[src/rtl/cpu_pkg.sv]
// Shared RV32I pipeline definitions: opcodes, stage/hazard codes, NOP and the
// fetch-to-decode entry carried through the fetch buffer.
package cpu_pkg;

   localparam int XLEN = 32;

   localparam logic [6:0] OPCODE_R       = 7'b0110011;
   localparam logic [6:0] OPCODE_I_LOAD  = 7'b0000011;
   localparam logic [6:0] OPCODE_I_OTHER = 7'b0010011;
   localparam logic [6:0] OPCODE_JAL     = 7'b1101111;
   localparam logic [6:0] OPCODE_S       = 7'b0100011;
   localparam logic [6:0] OPCODE_B       = 7'b1100011;
   localparam logic [6:0] OPCODE_LUI     = 7'b0110111;
   localparam logic [6:0] OPCODE_JALR    = 7'b1100111;
   localparam logic [6:0] OPCODE_AUIPC   = 7'b0010111;

   typedef enum logic [1:0] {
      STAGE_DECODE,
      STAGE_EXECUTE,
      STAGE_MEMORY,
      STAGE_WRITEBACK
   } pipe_stage_e;

   typedef enum logic [2:0] {
      HZ_NONE,
      HZ_R,
      HZ_I_LOAD,
      HZ_I_OTHER,
      HZ_S,
      HZ_B,
      HZ_JUMP,
      HZ_UPPER
   } hazard_type_e;

   // addi x0, x0, 0
   localparam logic [XLEN-1:0] NOP = 32'h0000_0013;

   typedef struct packed {
      logic [XLEN-1:0] instruction;
      logic [XLEN-1:0] pc;
   } fetch_entry_t;

endpackage

[src/rtl/fetch_stage_if.sv]
// Fetch -> decode valid/ready handshake. Fetch drives through master,
// decode through slave.
interface fetch_stage_if;
   import cpu_pkg::*;

   logic            DECODE_VALID;
   logic            DECODE_READY;
   logic [XLEN-1:0] DECODE_INSTRUCTION;
   logic [XLEN-1:0] DECODE_PC;

   modport master (
      output DECODE_VALID,
      output DECODE_INSTRUCTION,
      output DECODE_PC,
      input  DECODE_READY
   );

   modport slave (
      input  DECODE_VALID,
      input  DECODE_INSTRUCTION,
      input  DECODE_PC,
      output DECODE_READY
   );

endinterface

[src/rtl/fetch_fifo.sv]
// Small fetch buffer: power-of-2 depth, synchronous flush (wins over push/pop),
// push and pop allowed in the same cycle.
module fetch_fifo
   import cpu_pkg::*;
#(
   parameter int DEPTH = 2
) (
   input  logic                     clk,
   input  logic                     rst,
   input  logic                     flush,
   input  logic                     push,
   input  logic                     pop,
   input  fetch_entry_t             wdata,
   output fetch_entry_t             head,
   output logic [$clog2(DEPTH):0]   count,
   output logic                     full,
   output logic                     empty
);

   localparam int PW = $clog2(DEPTH);
   localparam logic [PW:0] FULL_CNT = (PW+1)'(DEPTH);

   fetch_entry_t  mem [DEPTH];
   logic [PW-1:0] rd_ptr;
   logic [PW-1:0] wr_ptr;
   logic          do_push;
   logic          do_pop;

   assign empty   = (count == '0);
   assign full    = (count == FULL_CNT);
   assign do_pop  = pop && !empty;
   assign do_push = push && (!full || do_pop);
   assign head    = mem[rd_ptr];

   // pointer and occupancy bookkeeping
   always_ff @(posedge clk or posedge rst) begin
      if (rst) begin
         rd_ptr <= '0;
         wr_ptr <= '0;
         count  <= '0;
      end else if (flush) begin
         rd_ptr <= '0;
         wr_ptr <= '0;
         count  <= '0;
      end else begin
         if (do_push) wr_ptr <= wr_ptr + PW'(1);
         if (do_pop)  rd_ptr <= rd_ptr + PW'(1);
         case ({do_push, do_pop})
            2'b10:   count <= count + 1'b1;
            2'b01:   count <= count - 1'b1;
            default: count <= count;
         endcase
      end
   end

   // entry storage; contents are don't-care while empty
   always_ff @(posedge clk) begin
      if (do_push && !flush) mem[wr_ptr] <= wdata;
   end

endmodule

[src/rtl/fetch_stage.sv]
// RV32I instruction-fetch stage: owns the PC, drives the synchronous
// instruction memory, buffers returned words and hands {instruction, pc} to
// decode. EXECUTE redirects flush wrong-path work and toggle the fetch epoch.
// Optional build macro FETCH_PERF_COUNTERS_EN adds saturating stall/flush
// counters.
module fetch_stage
   import cpu_pkg::*;
#(
   parameter logic [31:0] RESET_PC   = 32'h0000_0000,
   parameter int          ADDR_WIDTH = 10,
   parameter int          FIFO_DEPTH = 2
) (
   input  logic                  CLK,
   input  logic                  RESET,
   input  logic [31:0]           INSTRUCTION,
   output logic [ADDR_WIDTH-1:0] INSTRUCTION_ADDR,
   input  logic                  REDIRECT_VALID,
   input  logic [31:0]           REDIRECT_PC,
   fetch_stage_if.master         dec
`ifdef FETCH_PERF_COUNTERS_EN
   ,
   output logic [31:0]           FETCH_STALL_COUNT,
   output logic [31:0]           FETCH_FLUSH_COUNT
`endif
);

   localparam int CW = $clog2(FIFO_DEPTH) + 1;

   logic [31:0]    pc;
   logic           in_flight;
   logic [31:0]    inflight_pc;
   logic           inflight_epoch;
   logic           epoch;
   logic           issue;
   logic           fifo_push;
   logic           fifo_pop;
   logic [CW-1:0]  fifo_count;
   logic           fifo_full;
   logic           fifo_empty;
   fetch_entry_t   fifo_head;
   fetch_entry_t   fifo_wdata;
   logic           unused_bits;

   // A pop in this cycle frees a slot for the word that returns next cycle,
   // which is what lets a ready decode stage take one instruction per cycle.
   assign issue = !REDIRECT_VALID &&
                  ((int'(fifo_count) + int'(in_flight) - int'(fifo_pop)) < FIFO_DEPTH);

   // Stale responses can only come from an older epoch; they are dropped.
   assign fifo_push  = in_flight && (inflight_epoch == epoch);
   assign fifo_pop   = dec.DECODE_VALID && dec.DECODE_READY;
   assign fifo_wdata = '{instruction: INSTRUCTION, pc: inflight_pc};

   // Redirect target low bits are ignored; fifo_full is informational here.
   assign unused_bits = ^{REDIRECT_PC[1:0], fifo_full};

   // PC, memory address and in-flight tracking
   always_ff @(posedge CLK or posedge RESET) begin
      if (RESET) begin
         pc               <= RESET_PC;
         INSTRUCTION_ADDR <= RESET_PC[ADDR_WIDTH+1:2];
         in_flight        <= 1'b0;
         inflight_pc      <= '0;
         inflight_epoch   <= 1'b0;
         epoch            <= 1'b0;
      end else if (REDIRECT_VALID) begin
         pc               <= {REDIRECT_PC[31:2], 2'b00};
         INSTRUCTION_ADDR <= REDIRECT_PC[ADDR_WIDTH+1:2];
         in_flight        <= 1'b0;
         epoch            <= ~epoch;
      end else begin
         in_flight <= issue;
         if (issue) begin
            inflight_pc      <= pc;
            inflight_epoch   <= epoch;
            pc               <= pc + 32'd4;
            INSTRUCTION_ADDR <= INSTRUCTION_ADDR + 1'b1;
         end
      end
   end

   fetch_fifo #(.DEPTH(FIFO_DEPTH)) u_fifo (
      .clk   (CLK),
      .rst   (RESET),
      .flush (REDIRECT_VALID),
      .push  (fifo_push),
      .pop   (fifo_pop),
      .wdata (fifo_wdata),
      .head  (fifo_head),
      .count (fifo_count),
      .full  (fifo_full),
      .empty (fifo_empty)
   );

   // Present NOP / pc 0 whenever nothing valid is at the head.
   assign dec.DECODE_VALID       = !fifo_empty;
   assign dec.DECODE_INSTRUCTION = fifo_empty ? NOP   : fifo_head.instruction;
   assign dec.DECODE_PC          = fifo_empty ? 32'd0 : fifo_head.pc;

`ifdef FETCH_PERF_COUNTERS_EN
   // saturating counts of decode back-pressure cycles and redirect cycles
   always_ff @(posedge CLK or posedge RESET) begin
      if (RESET) begin
         FETCH_STALL_COUNT <= '0;
         FETCH_FLUSH_COUNT <= '0;
      end else begin
         if (dec.DECODE_VALID && !dec.DECODE_READY && (FETCH_STALL_COUNT != '1))
            FETCH_STALL_COUNT <= FETCH_STALL_COUNT + 32'd1;
         if (REDIRECT_VALID && (FETCH_FLUSH_COUNT != '1))
            FETCH_FLUSH_COUNT <= FETCH_FLUSH_COUNT + 32'd1;
      end
   end
`endif

endmodule
[src/flat_wrapper.sv]
// flat-port wrapper written by rule: the top's interface ports become plain ports
module fetch_stage_flat import cpu_pkg::*;
#(
   parameter logic [31:0] RESET_PC   = 32'h0000_0000,
   parameter int          ADDR_WIDTH = 10,
   parameter int          FIFO_DEPTH = 2
)
  (CLK, RESET, INSTRUCTION, INSTRUCTION_ADDR, REDIRECT_VALID, REDIRECT_PC, dec_DECODE_VALID, dec_DECODE_INSTRUCTION, dec_DECODE_PC, dec_DECODE_READY);
  fetch_stage_if dec_i ();
  input  logic CLK;
  input  logic RESET;
  input  logic [31:0] INSTRUCTION;
  output logic [ADDR_WIDTH-1:0] INSTRUCTION_ADDR;
  input  logic REDIRECT_VALID;
  input  logic [31:0] REDIRECT_PC;
  output wire logic [$bits(dec_i.DECODE_VALID)-1:0] dec_DECODE_VALID;
  output wire logic [$bits(dec_i.DECODE_INSTRUCTION)-1:0] dec_DECODE_INSTRUCTION;
  output wire logic [$bits(dec_i.DECODE_PC)-1:0] dec_DECODE_PC;
  input wire logic [$bits(dec_i.DECODE_READY)-1:0] dec_DECODE_READY;
  assign dec_DECODE_VALID = dec_i.DECODE_VALID;
  assign dec_DECODE_INSTRUCTION = dec_i.DECODE_INSTRUCTION;
  assign dec_DECODE_PC = dec_i.DECODE_PC;
  assign dec_i.DECODE_READY = dec_DECODE_READY;
  fetch_stage #(.RESET_PC(RESET_PC), .ADDR_WIDTH(ADDR_WIDTH), .FIFO_DEPTH(FIFO_DEPTH)) u_core (.CLK(CLK), .RESET(RESET), .INSTRUCTION(INSTRUCTION), .INSTRUCTION_ADDR(INSTRUCTION_ADDR), .REDIRECT_VALID(REDIRECT_VALID), .REDIRECT_PC(REDIRECT_PC), .dec(dec_i));
endmodule
[config.mk]
export PLATFORM = sky130hd
export DESIGN_NAME = fetch_stage_flat
export DESIGN_NICKNAME = d
export VERILOG_FILES = /design/src/rtl/cpu_pkg.sv /design/src/rtl/fetch_stage_if.sv /design/src/rtl/fetch_fifo.sv /design/src/rtl/fetch_stage.sv /design/src/flat_wrapper.sv
export SDC_FILE = /design/constraint.sdc
export NUM_CORES = 1
export LEC_CHECK = 0
export ABC_AREA = 1
export CORE_ASPECT_RATIO = 0.5
export CORE_MARGIN = 10
export CORE_UTILIZATION = 59
export CTS_CLUSTER_DIAMETER = 60
export CTS_CLUSTER_SIZE = 40
export DETAILED_ROUTE_END_ITERATION = 7
export PLACE_DENSITY = 0.86
export SKIP_LAST_GASP = 1
export SYNTH_ARGS = -nofsm -noshare
export SYNTH_HDL_FRONTEND = slang
export SYNTH_HIERARCHICAL = 1
export SYNTH_SLANG_ARGS = --single-unit
[constraint.sdc]
create_clock -name CLK -period 16.9 [get_ports CLK]
set_input_delay 4.225 -clock CLK [delete_from_list [all_inputs] [get_ports CLK]]
set_output_delay 4.225 -clock CLK [all_outputs]
set_load 0.02 [all_outputs]
# Word-level counts from Yosys, hierarchy flattened
# Memory sizes are Yosys's and may differ from the RTL's.
# Cells that the tools add are included.
[op_classes]
addsub = 8
multipliers = 0
div_mod_pow = 0
magnitude_cmp = 1
eq_ne = 4
n_shift = 0
mux = 15
bitwise_logic = 2
reduce_logical = 16
[op_table]
columns = ["cell", "n"]
rows = [
  ["2-to-1 mux 32 bit", 4],
  ["adder 32 x 3 -> 32 bit (second input constant)", 1],
  ["less-than comparator 32 x 3 -> 1 bit (second input constant)", 1],
  ["subtractor 32 x 2 -> 32 bit", 1],
  ["2-to-1 mux 10 bit", 2],
  ["adder 10 x 1 -> 10 bit (second input constant)", 1],
  ["2-to-1 mux 1 bit", 7],
  ["logical AND 1 bit", 6],
  ["nonzero test 2 bit", 3],
  ["== test 2 bit (second input constant)", 2],
  ["case mux 2 bit (2 select lines)", 1],
  ["adder 2 x 1 -> 3 bit", 1],
  ["logical NOT 1 bit", 3],
  ["nonzero test 3 bit", 1],
  ["adder 1 bit (second input constant)", 2],
  ["adder 2 x 1 -> 2 bit (second input constant)", 1],
  ["== test 2 x 1 -> 1 bit (second input constant)", 1],
  ["logical NOT 2 bit", 1],
  ["2-to-1 mux 2 bit", 1],
  ["NOT 1 bit", 2],
  ["AND reduction 2 bit", 1],
  ["subtractor 2 x 1 -> 2 bit (second input constant)", 1],
  ["== test 1 bit", 1],
  ["logical OR 1 bit", 1],
]
[totals]
reg_bits = 81
latchBits = 0
ram_bits = 128
mem_bits_ro = 0
output_inout_bits = 75
memories = 1
[memory_table]
columns = ["name", "depth", "word_bits", "read_ports", "rd_ports_with_merged_regs", "write_ports", "line", "source"]
rows = [
  ["u_core.u_fifo.mem", 2, 64, 1, 0, 1, "fetch_fifo.sv:23", "fetch_entry_t mem [DEPTH];"],
]

# Logic depth before layout (Yosys ltp)
# Gate-level depths: netlist (run 1).
[logic_depth]
word_depth = 9
ltp_mapped = 19

# Hierarchy
# The synthesis (run 1) kept the hierarchy.
[by_module_without_submodules]
columns = ["mod", "n_inst", "cells_each", "area_each_um2", "seq_area_each_um2"]
rows = [
  ["fetch_fifo", 1, 374, 4909.7, 3943.8],
  ["fetch_stage", 1, 741, 4768.3, 1826.8],
]

# Worst setup path before layout (run 1)
# No wires, ideal clock.
[synth_timing]
path_type = "input -> register"
start = "input dec_DECODE_READY"
end = "memory u_core/u_fifo/mem[1][0] (netlist bit), enable pin"
setup_ns = 0.565
arrival_time_ns = 8.882
t_required_ns = 16.335
slack_ns = 7.452
path_stages = 4
n_path_buf = 0
cell_sequence = "nand2_2 inv_1 o21ai_2 nor3_1"
[synth_between]
elab_chain_cells = 7
[synth_rtl]
columns = ["element", "line", "source"]
rows = [
  ["from (decl)", "flat_wrapper.sv:19", "input wire logic [$bits(dec_i.DECODE_READY)-1:0] dec_DECODE_READY;"],
  ["logical AND 1 bit", "fetch_stage.sv:51", "assign fifo_pop = dec.DECODE_VALID && dec.DECODE_READY;"],
  ["net u_core.fifo_pop", "fetch_stage.sv:36", "logic fifo_pop;"],
  ["logical AND 1 bit", "fetch_fifo.sv:31", "assign do_pop = pop && !empty;"],
  ["logical OR 1 bit", "fetch_fifo.sv:32", "assign do_push = push && (!full || do_pop);"],
  ["logical AND 1 bit", "fetch_fifo.sv:32", ""],
  ["logical AND 1 bit", "fetch_fifo.sv:58", "if (do_push && !flush) mem[wr_ptr] <= wdata;"],
  ["2-to-1 mux 1 bit", "fetch_fifo.sv:58", ""],
  ["2-to-1 mux 1 bit (not written as such)", "fetch_fifo.sv:58", ""],
  ["to (decl)", "fetch_fifo.sv:23", ""],
]
# The timed path passes the listed nets, and every way through them passes these cells.

==> results of run 1 <==
## power breakdown
part | switching, uW | leakage (uW) | internal, uW
registers | 98.8 | 0.00210 | 670
clock network | 175 | 0.000186 | 138
logic | 531 | 0.00288 | 302
total | 805 | 0.00516 | 1110
## cell usage in the layout, fill, tap and decap left out, drive strengths merged
master	count
or2	4
clkdlybuf4s50	140
nand3	60
xnor2	4
nor2	127
o22ai	2
xor2	3
a22oi	1
a31oi	4
a21oi	13
nand2	432
ha	3
nand3b	2
o211ai	3
fa	1
buf	7
nand4	4
nor3	2
inv	146
o21a	1
dfrtp	77
o21ai	59
clkinv	1
edfxtp	128
clkbuf	12
conb	4
## routing by layer
layer,track usage,vias to the layer above,share of wire
met2,0.3391,311,0.47
met1,0.2840,3591,0.44
met5,0,-,0
met4,0.04335,0,0.018
met3,0.03640,34,0.069
li1,-,3723,-
## worst paths after layout
check / cells past startpoint / to / slack [ns] / from
max: 7 / dec_DECODE_PC[3] / 9.35 / u_core/u_fifo/rd_ptr
min: 0 / u_core/u_fifo/mem[0][19] / 0.46 / u_core/inflight_pc[19]
max reg2reg: 16 / u_core/INSTRUCTION_ADDR[4] / 12.80 / u_core/u_fifo/count[0]
min reg2reg: 0 / u_core/u_fifo/mem[0][19] / 0.46 / u_core/inflight_pc[19]
max in group asynchronous: 3 / u_core/pc[11] / 11.88 / RESET
min in group asynchronous: 2 / u_core/u_fifo/count[0] / 3.99 / RESET
## state kept, by name (all words and copies together) (netlist names)
register	flops
u_core/u_fifo/mem	128
u_core/inflight_pc	30
u_core/pc	30
u_core/INSTRUCTION_ADDR	10
u_core/u_fifo/count	2
u_core/epoch	1
u_core/in_flight	1
u_core/inflight_epoch	1
u_core/u_fifo/rd_ptr	1
u_core/u_fifo/wr_ptr	1
## metrics by stage
step | hold WS (ns) | instance area [um2]
6_report | 0.4561 | 11590
3_3_place_gp | 0.4494 | 11210
2_1_floorplan | 0.4424 | 9686
4_1_cts | 0.4555 | 11590
5_1_grt | 0.4705 | 11590
3_5_place_dp | 0.4570 | 11210
## worst register-to-register path, cell delays in order (launching register included)
cell,delay [ns]
sky130_fd_sc_hd__dfrtp_1,0.50
sky130_fd_sc_hd__inv_2,0.12
sky130_fd_sc_hd__nand2_2,0.09
sky130_fd_sc_hd__inv_2,0.06
sky130_fd_sc_hd__buf_4,0.53
sky130_fd_sc_hd__inv_2,0.10
sky130_fd_sc_hd__nand2_2,0.14
sky130_fd_sc_hd__inv_1,0.11
sky130_fd_sc_hd__nor2_1,0.09
sky130_fd_sc_hd__o21ai_0,0.10
sky130_fd_sc_hd__fa_1,0.41
sky130_fd_sc_hd__inv_1,0.07
sky130_fd_sc_hd__nand2_1,0.06
sky130_fd_sc_hd__nand3_2,0.11
sky130_fd_sc_hd__nand3_2,0.60
sky130_fd_sc_hd__inv_2,0.67
sky130_fd_sc_hd__o21ai_0,0.18
## final cells by class
cell class / count / area (um2) / share of cell area
inverters: 142 / 533.0 / 0.04597
clock inverters: 5 / 92.59 / 0.007986
clock buffers: 12 / 289.0 / 0.02493
well taps: 221 / 276.5 / 0.02385
repair buffers: 147 / 1454 / 0.1254
multi-input cells: 729 / 3177 / 0.2740
flip-flops and latches: 205 / 5772 / 0.4978
==> metrics.md, run 1 <==
| Metric | Value |
|---|---|
| Total power after layout | 1915 uW |
| Setup TNS | 0 ns |
| Share of cells above drive strength 1 | 0.05323 |
| Slowest library cell on the worst path | sky130_fd_sc_hd__inv_2 |
| Routability cong. | 0.8971 |
| Clock edge transition at the registers on the reported setup and hold paths | 0.13 ns |
| Status | finished, final reports clean |
| Family with the most delay on the worst path | buffers and inverters |
| Setup repair after global routing missed its margin | no |
| Average routed wire per standard cell | 16.29 um |
| Worst clock skew on the final layout | 0.02900 ns |
| Clock tree root driver cell | sky130_fd_sc_hd__clkbuf_16 |
| Worst Slack Setup Final | 9.350 ns |
| Worst Path Class, Setup | reg2out |
| VDD IR-drop max | 0.0001033 V |
| Relative area change from synthesis to final layout | 19.84% |
| Antenna fix cells | 0 |
| Number of placed cells counting well taps | 1444 |
| Initial core utilization | 0.6148 |
| Final hold violations | 0 |
| Sum of buffers and inverters on the critical path | 4 |
| Die extent in y | 110.5 um |
| CTS Buffer Depth | 3 |
| Count of endpoints failing setup in the final report | 0 |
| Post-DP HPWL | 16.17 mm |
| Number of global-route vias before repair | 7247 |
| Number of buffers created by CTS | 11 |
| Post-cts repair resize count | 0 |
| Clock tree from TritonCTS | yes |
| Rel. slew slack | 0.1970 |
| Critical-path cell list | buf_4 -> inv_2 -> nand2_1 -> nand2_1 -> inv_1 -> nor2_1 -> clkdlybuf4s50_1 |
| Total number of nets in the final design | 1308 |
| Final wirelength | 23.80 mm |
| Hold/Removal Path Class | reg2reg |
| Number of max-cap violations | 0 |
| First-pass DRT Iterations | 5 |
| Syn_area_per_cell | 8.684 um2 |
| Die Width | 201.1 um |
| Tmin final | 7.550 ns |
| Area of the die | 0.02223 mm2 |
| Most common cell type on the critical path | sky130_fd_sc_hd__nand2_1 |
| Global-route wire length before repair | 38.16 mm |
| CTS Sinks | 205 |
| Kind of launch point of the worst setup path | register |
| Number of vias per cell after detailed routing | 5.242 |
| Gr ovfl total | 0 |
| Final standard cell count with taps included and fillers excluded | 1461 |
| Maximum achievable frequency | 132.4 MHz |
| Filler instances | 1093 |
| Pwr Density | 165.1 mW/mm2 |
| Buffers added on ports | 140 |
| Number of warning messages in the yosys log | 6 |
| Standard-cell row count | 32 |
| Worst Path Arrival | 3.33 ns |
| Hold-fix buffers at CTS | 0 |
| Synth Instances | 1114 |
| Total routing resource utilization after global routing | 0.2072 |
| Final core area utilization | 0.7368 |
| Delay of the slowest cell on the worst path | 0.97 ns |
| Count of pins over their slew limit | 0 |
| Number of antenna violations at the first check in global routing | 0 |
| Slew at the pin closest to its max-slew limit | 1.203 ns |
| Mapped cell area | 0.009674 mm2 |
| Standby leakage power | 0.005163 uW |
| Count of boundary I/O pins | 143 |
| Required time of the worst setup path | 12.68 ns |
| Worst slack after detailed placement | 9.475 ns |
| Worst-Skew Late Latency | 0.48 ns |
| Violation count after the first detailed-route iteration | 649 |
| Share of the clock period used by the worst path | 0.4468 |
| Max H-tree Level | 1 |
| Worst setup EP type | output pin |
| Maximum number of pins on one net before global-route repair | 74 |
| Setup Fix Bufs, Post-CTS | 0 |
| Core outline area | 0.01574 mm2 |
| Post-route ant nets | 0 |
| Count of unresolved DRC violations after routing | 0 |
| Critical-path maximum fanout | 66 |
| Routed vias | 7659 |
Power figures use the tool's default switching activity.
==> inputs of run 2 (changes only) <==
Settings changed: CORE_UTILIZATION 59 to 49, PLACE_DENSITY 0.86 to 0.76.
Clock period 16.9 ns to 6.24 ns, I/O delays scaled along.
==> metrics.md, run 2 (same netlist as run 1, synthesis figures left out) <==
| Metric | Value |
|---|---|
| Number of cells on the worst reg-to-reg path | 17 (was 16) |
| Tmin final | 4.428 ns |
| Number of flip-flops under the largest register name | 128 (unchanged) |
| Number of global-route vias before repair | 7183 (was 7247) |
| VDD IR-drop max | 0.0002705 V (was 0.0001033 V) |
| Global-route wire length before repair | 37.67 mm (was 38.16 mm) |
| Delay of the slowest cell on the worst path | 0.60 ns (was 0.97 ns) |
| Slowest library cell on the worst path | sky130_fd_sc_hd__clkdlybuf4s50_1 (was sky130_fd_sc_hd__inv_2) |
| Initial core utilization | 0.4983 (was 0.6148) |
| Die extent in y | 119.4 um (was 110.5 um) |
| Largest register by flop count | u_core/u_fifo/mem (unchanged) |
| Routability cong. | 0.9451 (was 0.8971) |
| Share of cells above drive strength 1 | 0.05618 (was 0.05323) |
| Relative area change from synthesis to final layout | 21.21% (was 19.84%) |
| Rel. slew slack | 0.3747 (was 0.1970) |
| Worst slack after detailed placement | 1.904 ns (was 9.475 ns) |
| Gr ovfl total | 0 (unchanged) |
| Clock tree root driver cell | sky130_fd_sc_hd__clkbuf_16 (unchanged) |
| Setup TNS | 0 ns (unchanged) |
| Critical-path maximum fanout | 39 (was 66) |
| Die Width | 218.7 um (was 201.1 um) |
| Worst Path Arrival | 2.87 ns (was 3.33 ns) |
| Number of buffers created by CTS | 12 (was 11) |
| Worst Path Class, Setup | reg2out (unchanged) |
| Footprint of the flip-flops and latches | 0.005772 mm2 (unchanged) |
| Hold path endpoint | u_core/u_fifo/mem[1][10] (was u_core/u_fifo/mem[0][19]) |
| Post-cts repair resize count | 0 (unchanged) |
| Area of the die | 0.02610 mm2 (was 0.02223 mm2) |
| Pwr Density | 444.1 mW/mm2 (was 165.1 mW/mm2) |
| Number of antenna violations at the first check in global routing | 0 (unchanged) |
| Total number of nets in the final design | 1312 (was 1308) |
| Buffers added on ports | 140 (unchanged) |
| Family with the most delay on the worst path | buffers and inverters (unchanged) |
| Worst clock skew on the final layout | 0.05270 ns (was 0.02900 ns) |
| Total routing resource utilization after global routing | 0.1762 (was 0.2072) |
| Maximum achievable frequency | 225.8 MHz |
| First-pass DRT Iterations | 5 (unchanged) |
| Max H-tree Level | 1 (unchanged) |
| Final wirelength | 23.22 mm (was 23.80 mm) |
| Setup repair after global routing missed its margin | no (unchanged) |
| Average routed wire per standard cell | 15.36 um (was 16.29 um) |
| Slew at the pin closest to its max-slew limit | 0.9365 ns (was 1.203 ns) |
| Maximum number of pins on one net before global-route repair | 65 (was 74) |
| CTS Sinks | 205 (unchanged) |
| CTS Buffer Depth | 3 (unchanged) |
| Core outline area | 0.01941 mm2 (was 0.01574 mm2) |
| Most frequent cells in the layout | sky130_fd_sc_hd__nand2_1 (421), sky130_fd_sc_hd__clkdlybuf4s50_1 (140), sky130_fd_sc_hd__inv_1 (131), sky130_fd_sc_hd__edfxtp_1 (128), sky130_fd_sc_hd__nor2_1 (120) (unchanged) |
| Clock edge transition at the registers on the reported setup and hold paths | 0.13 ns (about the same) |
| Sum of buffers and inverters on the critical path | 4 (unchanged) |
| Post-route ant nets | 0 (unchanged) |
| Worst-Skew Late Latency | 0.50 ns (was 0.48 ns) |
| Required time of the worst setup path | 4.68 ns (was 12.68 ns) |
| Commonest non-fill, non-tap cell in the layout | sky130_fd_sc_hd__nand2_1 (unchanged) |
| Count of endpoints failing setup in the final report | 0 (unchanged) |
| Reg-to-Reg Start | u_core/u_fifo/count[1] (was u_core/u_fifo/count[0]) |
| Status | finished, final reports clean (unchanged) |
| Worst setup EP type | output pin (unchanged) |
| Standby leakage power | 0.005198 uW (was 0.005163 uW) |
| Number of vias per cell after detailed routing | 4.905 (was 5.242) |
| Filler instances | 1677 (was 1093) |
| Final hold violations | 0 (unchanged) |
| Hold Crit Depth | 0 (unchanged) |
| Setup Fix Bufs, Post-CTS | 0 (unchanged) |
| Hold-fix buffers at CTS | 0 (unchanged) |
| Beginning of the worst hold path | u_core/inflight_pc[10] (was u_core/inflight_pc[19]) |
| Worst Slack Setup Final | 1.812 ns (was 9.350 ns) |
| Area of the multi-input gates | 0.003183 mm2 (was 0.003177 mm2) |
| Count of pins over their slew limit | 0 (unchanged) |
| Standard-cell row count | 36 (was 32) |
| Critical-path cell list | inv_1 -> nand2_2 -> inv_2 -> buf_4 -> or2_2 -> clkdlybuf4s50_1 (was buf_4 -> inv_2 -> nand2_1 -> nand2_1 -> inv_1 -> nor2_1 -> clkdlybuf4s50_1) |
| Worst setup path start | u_core/u_fifo/count[1] (was u_core/u_fifo/rd_ptr) |
| Violation count after the first detailed-route iteration | 603 (was 649) |
| Hold/Removal Path Class | reg2reg (unchanged) |
| Routed vias | 7417 (was 7659) |
| Count of boundary I/O pins | 143 (unchanged) |
| Count of unresolved DRC violations after routing | 0 (unchanged) |
| Clock tree from TritonCTS | yes (unchanged) |
| R2r setup slk | 2.76 ns (was 12.80 ns) |
| Share of the clock period used by the worst path | 0.7096 |
| Number of max-cap violations | 0 (unchanged) |
| Capture point of the worst reg-to-reg path | u_core/pc[2] (was u_core/INSTRUCTION_ADDR[4]) |
| Regs by FF count | u_core/u_fifo/mem (128), u_core/inflight_pc (30), u_core/pc (30) (unchanged) |
| Kind of launch point of the worst setup path | register (unchanged) |
| Post-DP HPWL | 16.23 mm (was 16.17 mm) |
| Antenna fix cells | 0 (unchanged) |
run 2: changes by cell type in the layout (fill, tap and decap cells not counted):
cell / delta
sky130_fd_sc_hd__inv_6: +1
sky130_fd_sc_hd__clkbuf_16: +2
sky130_fd_sc_hd__buf_4: +3
sky130_fd_sc_hd__clkbuf_1: +1
sky130_fd_sc_hd__clkinvlp_4: +1
sky130_fd_sc_hd__inv_16: -2
sky130_fd_sc_hd__nor3_4: +1
sky130_fd_sc_hd__clkinv_1: +1
sky130_fd_sc_hd__clkinv_8: -1
sky130_fd_sc_hd__clkbuf_8: -1
sky130_fd_sc_hd__nor3_2: -1
sky130_fd_sc_hd__inv_12: -1
sky130_fd_sc_hd__clkinv_16: +2
run 2: per-layer routing:
layer / wire (um) / up-vias / GRT usage
li1: - / 3737 / -
met1: 10290 / 3464 / 0.2324
met2: 11350 / 193 / 0.3061
met3: 1296 / 23 / 0.02628
met4: 294 / 0 / 0.03041
met5: 0 / - / 0
run 2: per-stage QoR:
step | power [uW] | hold slack (ns) | instance area (um2) | utilization | cells
after CTS | 5246 | 0.4817 | 11730 | 0.6040 | 1512
after detailed placement | 4343 | 0.4585 | 11300 | 0.5819 | 1492
after global placement | 4279 | 0.4517 | 11300 | 0.5819 | 1492
final | 5208 | 0.4771 | 11730 | 0.6040 | 1512
after floorplan | 3502 | 0.4424 | 9691 | - | 1117
after global routing | 5570 | 0.5010 | 11730 | 0.6040 | 1512
run 2: layout make-up:
class,instances,share of cell area
clock inverter,6,0.008536
inverter,142,0.04545
multi-input combinational,729,0.2714
tap,266,0.02838
clock buffer,14,0.02806
timing repair buffer,150,0.1259
sequential,205,0.4922
run 2: report_power, final:
part,internal [uW],leakage [uW],switching [uW]
clock network,413,0.000200,491
logic,823,0.00290,1410
registers,1810,0.00210,263
total,3050,0.00520,2160
run 2: worst max-delay path by stage:
stage | to | slack [ns] | cells after the start
floorplan | u_core/u_fifo/mem[0][0] | 1.20 | 4
global placement | u_core/pc[2] | 1.94 | 12
detailed placement | u_core/pc[2] | 1.90 | 12
CTS | dec_DECODE_INSTRUCTION[4] | 1.77 | 6
global route | dec_DECODE_INSTRUCTION[4] | 1.63 | 6
finish | dec_DECODE_INSTRUCTION[4] | 1.81 | 6
==> inputs of run 3 (changes only) <==
Clock period 6.24 ns to 3.97 ns, I/O delays scaled along.
==> metrics.md, run 3 (same netlist as run 1, synthesis figures left out) <==
| Metric | Value |
|---|---|
| Total number of nets in the final design | 1317 (was 1312) |
| Antenna fix cells | 0 (unchanged) |
| Final wirelength | 23.24 mm (was 23.22 mm) |
| Worst clock skew on the final layout | 0.04233 ns (was 0.05270 ns) |
| VDD IR-drop max | 0.0003415 V (was 0.0002705 V) |
| Setup Fix Bufs, Post-CTS | 0 (unchanged) |
| Worst setup EP type | output pin (unchanged) |
| Count of endpoints failing setup in the final report | 0 (unchanged) |
| Clock tree root driver cell | sky130_fd_sc_hd__clkbuf_16 (unchanged) |
| Worst Path Arrival | 2.43 ns (was 2.87 ns) |
| Grt met1 use | 0.2359 (was 0.2324) |
| Area of the die | 0.02610 mm2 (unchanged) |
| Hold-fix buffers at CTS | 0 (unchanged) |
| Number of antenna violations at the first check in global routing | 0 (unchanged) |
| Final standard cell count with taps included and fillers excluded | 1517 (was 1512) |
| Worst Path Class, Setup | reg2out (unchanged) |
| Number of flip-flops under the largest register name | 128 (unchanged) |
| Buffers added on ports | 140 (unchanged) |
| Rel. slew slack | 0.5031 (was 0.3747) |
| CTS Buffer Depth | 3 (unchanged) |
| Final hold violations | 0 (unchanged) |
| CTS Sinks | 205 (unchanged) |
| First-pass DRT Iterations | 5 (unchanged) |
| Tmin final | 3.419 ns |
| Post-DP HPWL | 16.36 mm (was 16.23 mm) |
| Final core area utilization | 0.6085 (was 0.6040) |
| Filler instances | 1644 (was 1677) |
| Routability cong. | 0.9292 (was 0.9451) |
| Critical-path maximum fanout | 64 (was 39) |
| Count of boundary I/O pins | 143 (unchanged) |
| Worst-Skew Late Latency | 0.49 ns (was 0.50 ns) |
| GR Util met2 | 0.2925 (was 0.3061) |
| Standby leakage power | 0.005241 uW (was 0.005198 uW) |
| Max H-tree Level | 1 (unchanged) |
| Post-route cell area | 0.01181 mm2 (was 0.01173 mm2) |
| Global-route wire length before repair | 37.18 mm (was 37.67 mm) |
| Violation count after the first detailed-route iteration | 780 (was 603) |
| Count of unresolved DRC violations after routing | 0 (unchanged) |
| Hold/Removal Path Class | reg2reg (unchanged) |
| Slew at the pin closest to its max-slew limit | 0.7443 ns (was 0.9365 ns) |
| Standard-cell row count | 36 (unchanged) |
| Routed vias | 7597 (was 7417) |
| Post-cts repair resize count | 0 (unchanged) |
| Most frequent cells in the layout | sky130_fd_sc_hd__nand2_1 (421), sky130_fd_sc_hd__clkdlybuf4s50_1 (140), sky130_fd_sc_hd__inv_1 (131), sky130_fd_sc_hd__edfxtp_1 (128), sky130_fd_sc_hd__nor2_1 (120) (unchanged) |
| Number of max-cap violations | 0 (unchanged) |
| GR Util met3 | 0.02729 (was 0.02628) |
| Share of the clock period used by the worst path | 0.8613 |
| Clock tree from TritonCTS | yes (unchanged) |
| Setup repair after global routing missed its margin | no (unchanged) |
| Relative area change from synthesis to final layout | 22.12% (was 21.21%) |
| Regs by FF count | u_core/u_fifo/mem (128), u_core/inflight_pc (30), u_core/pc (30) (unchanged) |
| Count of pins over their slew limit | 0 (unchanged) |
| GRT busiest layer | met2 (unchanged) |
| Average routed wire per standard cell | 15.32 um (was 15.36 um) |
| Slowest library cell on the worst path | sky130_fd_sc_hd__dfrtp_1 (was sky130_fd_sc_hd__clkdlybuf4s50_1) |
| Clock edge transition at the registers on the reported setup and hold paths | 0.11 ns (was 0.13 ns) |
| Die Width | 218.7 um (unchanged) |
| Largest register by flop count | u_core/u_fifo/mem (unchanged) |
| Sum of buffers and inverters on the critical path | 4 (unchanged) |
| Die extent in y | 119.4 um (unchanged) |
| Pwr Density | 700.2 mW/mm2 (was 444.1 mW/mm2) |
| Number of vias per cell after detailed routing | 5.008 (was 4.905) |
| Gr ovfl total | 0 (unchanged) |
| Maximum number of pins on one net before global-route repair | 65 (unchanged) |
| Number of global-route vias before repair | 7114 (was 7183) |
| Delay of the slowest cell on the worst path | 0.55 ns (was 0.60 ns) |
| Post-route ant nets | 0 (unchanged) |
| Number of buffers created by CTS | 12 (unchanged) |
| Total routing resource utilization after global routing | 0.1739 (was 0.1762) |
| Family with the most delay on the worst path | buffers and inverters (unchanged) |
| Commonest non-fill, non-tap cell in the layout | sky130_fd_sc_hd__nand2_1 (unchanged) |
| Core outline area | 0.01941 mm2 (unchanged) |
| Initial core utilization | 0.4983 (unchanged) |
| Setup TNS | 0 ns (unchanged) |
| Critical-path cell list | inv_1 -> nand2_2 -> inv_2 -> buf_12 -> or2_2 -> clkdlybuf4s50_1 (was inv_1 -> nand2_2 -> inv_2 -> buf_4 -> or2_2 -> clkdlybuf4s50_1) |
| Status | finished, final reports clean (unchanged) |
| Share of cells above drive strength 1 | 0.06155 (was 0.05618) |
| Kind of launch point of the worst setup path | register (unchanged) |
| Total power after layout | 8272 uW (was 5208 uW) |
| Maximum achievable frequency | 292.4 MHz |
| Required time of the worst setup path | 2.98 ns (was 4.68 ns) |
| Number of placed cells counting well taps | 1497 (was 1492) |
| Placed cell areas | 0.01138 mm2 (was 0.01130 mm2) |
==> run 3: layout make-up <==
| class | instances | area, um2 | area share |
|---|---|---|---|
| clock inverters | 7 | 103.9 | 0.008791 |
| clock buffers | 13 | 325.3 | 0.02754 |
| multi-input cells | 729 | 3183 | 0.2694 |
| well taps | 266 | 332.8 | 0.02817 |
| repair buffers | 155 | 1564 | 0.1324 |
| inverters | 142 | 533.0 | 0.04512 |
| flip-flops and latches | 205 | 5772 | 0.4886 |
==> run 3: metal layers <==
metal,wire length (um),vias to the layer above
met5,0,-
met4,321,0
met2,11180,217
li1,-,3764
met3,1373,22
met1,10360,3594
==> run 3: path summary, 6_finish.rpt <==
path | startpoint | endpoint | slack (ns) | depth (start not counted)
setup / recovery | u_core/u_fifo/count[1] | dec_DECODE_INSTRUCTION[4] | 0.55 | 6
hold / removal | u_core/inflight_pc[7] | u_core/u_fifo/mem[0][7] | 0.49 | 0
setup reg to reg | u_core/u_fifo/count[1] | u_core/INSTRUCTION_ADDR[4] | 0.95 | 13
hold reg to reg | u_core/inflight_pc[7] | u_core/u_fifo/mem[0][7] | 0.49 | 0
max in group asynchronous | RESET | u_core/pc[26] | 2.30 | 3
min in group asynchronous | RESET | u_core/u_fifo/wr_ptr | 0.73 | 2
==> run 3: stage by stage <==
stage / setup slack (ns) / hold slack (ns)
floorplan: 0.5564 / 0.4424
global placement: 0.3900 / 0.4544
detailed placement: 0.3498 / 0.4609
global route: 0.4069 / 0.5088
finish: 0.5506 / 0.4887
CTS: 0.5454 / 0.4908
==> run 3: where the power goes <==
part | internal (uW) | total [uW] | switching [uW]
clock network | 699 | 1430 | 734
registers | 2850 | 3290 | 441
logic | 1340 | 3550 | 2210
